File: src/rtl/ysyx_25060170_pkg.sv
// Shared IFU definitions: FSM encoding, reset fetch address and PC arithmetic helpers.
// Pure declarations, no timing or flow-control behaviour of its own.
package ysyx_25060170_pkg;

  localparam int unsigned XLEN = 32;
  localparam logic [XLEN-1:0] RESET_PC_DEFAULT = 32'h8000_0000;
  localparam logic [XLEN-1:0] PC_STEP = 32'd4;
  localparam logic [XLEN-1:0] PC_ALIGN_MASK = 32'hFFFF_FFFC;

  typedef enum logic [1:0] {
    ST_FETCH = 2'b00,
    ST_WAIT  = 2'b01,
    ST_HOLD  = 2'b10
  } ifu_state_e;

  function automatic logic [XLEN-1:0] pc_align(input logic [XLEN-1:0] pc);
    return pc & PC_ALIGN_MASK;
  endfunction

  // Wraps modulo 2^32, so the word after 0xFFFF_FFFC is 0x0000_0000.
  function automatic logic [XLEN-1:0] pc_incr(input logic [XLEN-1:0] pc);
    return pc + PC_STEP;
  endfunction

endpackage

File: src/rtl/ysyx_25060170_ifu_if.sv
// IFU-facing signal bundle: imem request/response, redirect from EXU/WBU, and IDU handoff.
// master = IFU side, slave = memory / pipeline environment side.
interface ysyx_25060170_ifu_if;

  logic        imem_req_valid;
  logic        imem_req_ready;
  logic [31:0] imem_req_addr;
  logic        imem_resp_valid;
  logic [31:0] imem_resp_data;
  logic        redirect_valid;
  logic [31:0] redirect_pc;
  logic [31:0] pc_o;
  logic [31:0] inst_o;
  logic        inst_valid_o;
  logic        inst_ready_i;

  modport master (
    output imem_req_valid,
    input  imem_req_ready,
    output imem_req_addr,
    input  imem_resp_valid,
    input  imem_resp_data,
    input  redirect_valid,
    input  redirect_pc,
    output pc_o,
    output inst_o,
    output inst_valid_o,
    input  inst_ready_i
  );

  modport slave (
    input  imem_req_valid,
    output imem_req_ready,
    input  imem_req_addr,
    output imem_resp_valid,
    output imem_resp_data,
    output redirect_valid,
    output redirect_pc,
    input  pc_o,
    input  inst_o,
    input  inst_valid_o,
    output inst_ready_i
  );

endinterface

File: src/rtl/ysyx_25060170_Reg.sv
// Width/reset-value parameterised register with write enable; one-cycle update latency.
// No flow control: loads d on any rising edge where we is high.
module ysyx_25060170_Reg #(
  parameter int unsigned WIDTH     = 32,
  parameter logic [WIDTH-1:0] RESET_VAL = '0
) (
  input  logic             clk,
  input  logic             rst_n,
  input  logic             we,
  input  logic [WIDTH-1:0] d,
  output logic [WIDTH-1:0] q
);

  always_ff @(posedge clk or negedge rst_n) begin
    if (!rst_n) begin
      q <= RESET_VAL;
    end else if (we) begin
      q <= d;
    end
  end

endmodule

File: src/rtl/ysyx_25060170_ifu.sv
// Instruction fetch unit: one outstanding imem request, 2-cycle request-to-decode with ready memory.
// Holds the fetched word until decode accepts; redirects drop in-flight fetches without retracting them.
module ysyx_25060170_ifu
  import ysyx_25060170_pkg::*;
#(
  parameter logic [31:0] RESET_PC = RESET_PC_DEFAULT
) (
  input  logic                       clk,
  input  logic                       rst_n,
  ysyx_25060170_ifu_if.master        bus
);

  ifu_state_e  state_q, state_d;
  logic [31:0] pc_q, pc_d;
  logic        pc_we;
  logic [31:0] req_addr_q, req_addr_d;
  logic        req_addr_we;
  logic [31:0] pc_hold_q, pc_hold_d;
  logic        pc_hold_we;
  logic [31:0] inst_q, inst_d;
  logic        drop_q, drop_d;

  logic [31:0] redir_tgt;
  logic [31:0] hold_next;
  logic        req_fire;
  logic        inst_fire;

  assign redir_tgt = pc_align(bus.redirect_pc);
  assign hold_next = pc_incr(pc_hold_q);
  assign pc_hold_d = req_addr_q;

  // Request is gated by rst_n so nothing is offered to memory while reset is held.
  assign bus.imem_req_valid = (state_q == ST_FETCH) && rst_n;
  assign bus.imem_req_addr  = req_addr_q;
  assign bus.inst_valid_o   = (state_q == ST_HOLD) && !bus.redirect_valid;
  assign bus.pc_o           = pc_hold_q;
  assign bus.inst_o         = inst_q;

  assign req_fire  = bus.imem_req_valid && bus.imem_req_ready;
  assign inst_fire = bus.inst_valid_o && bus.inst_ready_i;

  ysyx_25060170_Reg #(.WIDTH(32), .RESET_VAL(RESET_PC)) u_pc_reg (
    .clk   (clk),
    .rst_n (rst_n),
    .we    (pc_we),
    .d     (pc_d),
    .q     (pc_q)
  );

  ysyx_25060170_Reg #(.WIDTH(32), .RESET_VAL(RESET_PC)) u_req_addr_reg (
    .clk   (clk),
    .rst_n (rst_n),
    .we    (req_addr_we),
    .d     (req_addr_d),
    .q     (req_addr_q)
  );

  ysyx_25060170_Reg #(.WIDTH(32), .RESET_VAL(RESET_PC)) u_pc_hold_reg (
    .clk   (clk),
    .rst_n (rst_n),
    .we    (pc_hold_we),
    .d     (pc_hold_d),
    .q     (pc_hold_q)
  );

  always_ff @(posedge clk or negedge rst_n) begin
    if (!rst_n) begin
      state_q <= ST_FETCH;
      inst_q  <= '0;
      drop_q  <= 1'b0;
    end else begin
      state_q <= state_d;
      inst_q  <= inst_d;
      drop_q  <= drop_d;
    end
  end

  always_comb begin
    state_d     = state_q;
    pc_d        = pc_q;
    pc_we       = 1'b0;
    req_addr_d  = req_addr_q;
    req_addr_we = 1'b0;
    pc_hold_we  = 1'b0;
    inst_d      = inst_q;
    drop_d      = drop_q;

    case (state_q)
      ST_FETCH: begin
        if (req_fire) begin
          state_d = ST_WAIT;
        end
        // The pending request keeps its address; its response is marked for discard instead.
        if (bus.redirect_valid) begin
          pc_d   = redir_tgt;
          pc_we  = 1'b1;
          drop_d = 1'b1;
        end
      end

      ST_WAIT: begin
        if (bus.imem_resp_valid) begin
          if (bus.redirect_valid) begin
            // Response belongs to the old path; the new target wins outright.
            pc_d        = redir_tgt;
            pc_we       = 1'b1;
            req_addr_d  = redir_tgt;
            req_addr_we = 1'b1;
            drop_d      = 1'b0;
            state_d     = ST_FETCH;
          end else if (drop_q) begin
            req_addr_d  = pc_q;
            req_addr_we = 1'b1;
            drop_d      = 1'b0;
            state_d     = ST_FETCH;
          end else begin
            inst_d     = bus.imem_resp_data;
            pc_hold_we = 1'b1;
            state_d    = ST_HOLD;
          end
        end else if (bus.redirect_valid) begin
          pc_d   = redir_tgt;
          pc_we  = 1'b1;
          drop_d = 1'b1;
        end
      end

      ST_HOLD: begin
        if (bus.redirect_valid) begin
          pc_d        = redir_tgt;
          pc_we       = 1'b1;
          req_addr_d  = redir_tgt;
          req_addr_we = 1'b1;
          state_d     = ST_FETCH;
        end else if (inst_fire) begin
          pc_d        = hold_next;
          pc_we       = 1'b1;
          req_addr_d  = hold_next;
          req_addr_we = 1'b1;
          state_d     = ST_FETCH;
        end
      end

      default: begin
        state_d = ST_FETCH;
      end
    endcase
  end

endmodule

File: src/flat_wrapper.sv
// flat-port wrapper written by rule: the top's interface ports become plain ports
module ysyx_25060170_ifu_flat import ysyx_25060170_pkg::*;
#(
  parameter logic [31:0] RESET_PC = RESET_PC_DEFAULT
)
  (clk, rst_n, bus_imem_req_valid, bus_imem_req_ready, bus_imem_req_addr, bus_imem_resp_valid, bus_imem_resp_data, bus_redirect_valid, bus_redirect_pc, bus_pc_o, bus_inst_o, bus_inst_valid_o, bus_inst_ready_i);
  ysyx_25060170_ifu_if bus_i ();
  input  logic clk;
  input  logic rst_n;
  output wire logic [$bits(bus_i.imem_req_valid)-1:0] bus_imem_req_valid;
  input wire logic [$bits(bus_i.imem_req_ready)-1:0] bus_imem_req_ready;
  output wire logic [$bits(bus_i.imem_req_addr)-1:0] bus_imem_req_addr;
  input wire logic [$bits(bus_i.imem_resp_valid)-1:0] bus_imem_resp_valid;
  input wire logic [$bits(bus_i.imem_resp_data)-1:0] bus_imem_resp_data;
  input wire logic [$bits(bus_i.redirect_valid)-1:0] bus_redirect_valid;
  input wire logic [$bits(bus_i.redirect_pc)-1:0] bus_redirect_pc;
  output wire logic [$bits(bus_i.pc_o)-1:0] bus_pc_o;
  output wire logic [$bits(bus_i.inst_o)-1:0] bus_inst_o;
  output wire logic [$bits(bus_i.inst_valid_o)-1:0] bus_inst_valid_o;
  input wire logic [$bits(bus_i.inst_ready_i)-1:0] bus_inst_ready_i;
  assign bus_imem_req_valid = bus_i.imem_req_valid;
  assign bus_i.imem_req_ready = bus_imem_req_ready;
  assign bus_imem_req_addr = bus_i.imem_req_addr;
  assign bus_i.imem_resp_valid = bus_imem_resp_valid;
  assign bus_i.imem_resp_data = bus_imem_resp_data;
  assign bus_i.redirect_valid = bus_redirect_valid;
  assign bus_i.redirect_pc = bus_redirect_pc;
  assign bus_pc_o = bus_i.pc_o;
  assign bus_inst_o = bus_i.inst_o;
  assign bus_inst_valid_o = bus_i.inst_valid_o;
  assign bus_i.inst_ready_i = bus_inst_ready_i;
  ysyx_25060170_ifu #(.RESET_PC(RESET_PC)) u_core (.clk(clk), .rst_n(rst_n), .bus(bus_i));
endmodule
File: config.mk
export PLATFORM = sky130hd
export DESIGN_NAME = ysyx_25060170_ifu_flat
export DESIGN_NICKNAME = d
export VERILOG_FILES = /design/src/rtl/ysyx_25060170_pkg.sv /design/src/rtl/ysyx_25060170_ifu_if.sv /design/src/rtl/ysyx_25060170_Reg.sv /design/src/rtl/ysyx_25060170_ifu.sv /design/src/flat_wrapper.sv
export SDC_FILE = /design/constraint.sdc
export NUM_CORES = 1
export LEC_CHECK = 0
export ABC_AREA = 1
export CAP_MARGIN = 0
export CORE_ASPECT_RATIO = 0.75
export CORE_MARGIN = 3
export CORE_UTILIZATION = 42
export CTS_BUF_LIST = sky130_fd_sc_hd__clkbuf_4 sky130_fd_sc_hd__clkbuf_8
export DETAILED_ROUTE_END_ITERATION = 7
export PLACE_DENSITY = 0.67
export SYNTH_ARGS = -nofsm -noshare
export SYNTH_HDL_FRONTEND = slang
export SYNTH_SLANG_ARGS = --single-unit
File: constraint.sdc
create_clock -name clk -period 2.1 [get_ports clk]
set_clock_uncertainty 0.15 [all_clocks]
set_input_delay 0.21 -clock clk [delete_from_list [all_inputs] [get_ports clk]]
set_output_delay 0.21 -clock clk [all_outputs]
set_load 0.02 [all_outputs]
==> impl_metrics.py <==
metrics = {
    "floorplanning": {
        "row_count": 38,
        "fp.dieW_um": 150,
        "start_util_pct": 43.9,
        "coreArea_sq_um": 14800,
        "dieArea_sq_um": 17000,
        "die_h_um": 114,
        "pin_count": 168,
    },
    "cts": {
        "cts_buffers": 17,
        "clock_path_buffers": 2,
        "clock_sinks": 131,
        "clk_latency_ns": 0.43,
        "path_clk_slew_ns": 0.08,
        "ctsHtreeMaxLevel": 4,
        "post-cts-setup-buffers": 0,
        "tritoncts": "yes",
        "clk_root_buffer_cell": "clkbuf_8",
    },
    "yosys": {
        "netlist_area_sq_um": 6510,
        "synth_seq_area_share_pct": 50.4,
        "ys.warnings.count": 0,
        "syn_inst": 742,
        "synth-seq-cells": 131,
        "avgSynthCellArea_sq_um": 8.77,
        "synth_cell_types": 35,
        "syn_nets": 817,
    },
    "grt": {
        "grt_overflow_total": 0,
        "antenna_found_initial": 0,
        "grt_pass1_vias": 6220,
        "grt_pass1_wl_mm": 31.2,
        "grt_max_degree": 102,
        "grt_use_total_pct": 22.9,
    },
    "hold_path": {
        "hold_class": "in2reg",
        "hp-start": "bus_imem_resp_data[1]",
    },
    "setup_path": {
        "critPathLaunchType": "flip-flop",
        "crit_start": "u_core.state_q[1]",
        "r2r_start": "u_core.state_q[1]",
        "crit_slowest_cell": "dfrtp_1",
        "endpoint_kind": "flip-flop",
        "path_cells": "inv_1, ha_1, inv_1, nor2_1, nor2_4, nand4_4, inv_2, buf_4, nor2_1, a21oi_1",
        "critPathRequiredTime_ns": 2.30,
        "max_stage_delay_ns": 0.42,
        "crit_arrival_ns": 2.18,
        "cp_max_fo": 12,
        "path_class": "reg2reg",
    },
    "timing": {
        "worstMarginPinSlew_ns": 0.569,
        "slew_headroom_pct": 62.0,
        "min_period_over_period_pct": 94.4,
        "fmax_ghz": 0.505,
        "hold_violations": 0,
        "slew_viol_final": 0,
        "finalCriticalPeriod_ns": 1.98,
        "final-setup-viol-count": 0,
        "setup_tns_ns": 0,
        "rsz0062_at_grt": "true",
    },
    "placement": {
        "placed_cell_area_sq_um": 8490,
        "dp_cells": 1101,
        "place_congestion": 0.872,
        "dp_hpwl_mm": 13.8,
        "io_buffers": 165,
    },
    "final_layout": {
        "nets": 996,
        "layout_commonest_cell": "clkdlybuf4s50_1",
        "drive_above_1_share_pct": 13.8,
        "fin_cells": 1134,
        "diodes": 0,
        "final_cell_area_sq_um": 8910,
        "syn2layout_area_growth_pct": 36.9,
        "fillers": 1279,
        "layout_common_cells": "clkdlybuf4s50_1 (162), dfrtp_1 (127), nand2_1 (120)",
    },
    "job": {
        "drv_cap": 0,
    },
    "route": {
        "wire_per_inst_um": 17.1,
        "num_vias": 6036,
        "drt-pass1-iter-count": 5,
        "drc_errors": 0,
        "dr.first_iter.drc_count": 437,
        "vias_per_cell": 5.32,
        "wl_mm": 19.4,
        "antenna_left": 0,
    },
    "power": {
        "p_leak_nw": 3.99,
        "total_power_mw": 13.6,
        "power.density_nw_per_um2": 1530,
        "vdd_drop_max_uv": 764,
    },
    "run_status": {
        "status": "completed",
    },
}
[area by class of cell]
class	instances	area (sq um)	share of cell area, %
sequential	131	3280	36.8
tap	200	250	2.81
multi-input combinational	498	2730	30.6
timing repair buffer	195	1950	21.9
inverter	78	294	3.30
clock buffer	21	283	3.17
clock inverter	11	126	1.42
[kinds of logic (layout without fill, tap and decap cells)]
| group | Yosys count | after routing | share of synthesized area (%) |
|---|---|---|---|
| flops | 131 | 131 | 50.4 |
| simple gates | 290 | 290 | 19.7 |
| mux | 35 | 35 | 6.05 |
| fa+ha+maj | 5 | 5 | 0.961 |
| compound gates | 168 | 168 | 15.0 |
| buf+inv | 113 | 305 | 7.92 |
[synth_stat cells]
master	number	share of area [%]
or2_2	2	0.19
a21oi_1	76	5.8
nor2_1	91	5.2
dfrtp_1	128	49
ha_1	5	0.96
a22o_1	13	1.7
nor2_4	7	1.2
inv_2	4	0.23
nor3_1	5	0.38
a31oi_2	1	0.19
nand2_1	121	7.0
o21bai_1	1	0.12
buf_6	8	1.4
o21ai_1	7	0.54
buf_2	19	1.5
nand3_1	48	3.7
o221ai_1	1	0.13
nand3b_1	2	0.23
nor2_2	2	0.19
o22ai_1	2	0.19
nand3_2	2	0.31
nand2_4	1	0.17
nand4_4	1	0.33
dfstp_2	3	1.2
clkbuf_1	6	0.35
a22oi_1	23	2.7
buf_4	2	0.23
mux2_2	35	6.1
nand4_1	5	0.48
inv_1	73	4.2
clkinv_1	1	0.058
o21ai_0	40	3.1
o22a_1	2	0.27
nand2_2	3	0.29
a31oi_1	2	0.19
[repair_timing]
item | 4_1_cts | 5_1_grt
endpoints found under the hold margin | 30 | 0
resized for setup | 6 | 4
hold buffers | 1 | 0
endpoints found under the setup margin | 2 | 10
pin swaps | 1 | 1
[power by group]
| part | total, mW | leakage [nW] | internal (mW) | switching [mW] |
|---|---|---|---|---|
| clock | 2.18 | 0.198 | 1.17 | 1.02 |
| sequential | 4.81 | 1.51 | 3.77 | 1.05 |
| combinational | 6.65 | 2.28 | 3.06 | 3.59 |
| total | 13.6 | 3.99 | 7.99 | 5.65 |
[final timing paths]
path | endpoint | slack, ns | cells after the start
hold reg to reg | u_core.bus.inst_o[4] | 0.36 | 1
hold / removal | u_core.bus.inst_o[1] | 0.24 | 2
setup reg to reg | u_core.u_req_addr_reg.q[30] | 0.12 | 10
max in group asynchronous | u_core.u_pc_reg.q[31] | 0.64 | 4
min in group asynchronous | u_core.u_req_addr_reg.q[12] | 0.26 | 3
setup / recovery | u_core.u_req_addr_reg.q[30] | 0.12 | 10
[flip-flops by register name, summed over array words and instances, names as in the netlist]
signal,flops
u_core.bus.inst_o,32
u_core.drop_q,1
u_core.state_q,2
u_core.u_pc_hold_reg.q,32
u_core.u_pc_reg.q,32
u_core.u_req_addr_reg.q,32
[layer usage]
metal  part of all wire (%)  routed length [um]  GRT usage, %
met1                     45                8610          31.8
met2                     47                9090          36.9
met3                    7.7                1490          5.52
met4                   0.81                 157          5.00
met5                      0                   0             0
[critical path, delay by kind of cell, from the launching register on]
family          cells  cell delay, ns
fa+ha+maj           1            0.21
flops               1            0.42
buf+inv             4            0.59
compound gates      1            0.11
simple gates        4            0.42
[metrics by stage]
stage,utilization (%),hold WS [ns],setup slack (ns)
2_1_floorplan,-,-0.236,0.340
3_3_place_gp,57.2,0.144,0.000979
3_5_place_dp,57.2,0.147,-0.0818
4_1_cts,60.1,0.211,0.00496
5_1_grt,60.1,0.212,-0.0197
6_report,60.1,0.235,0.118
(Power assumes the default switching activity.)
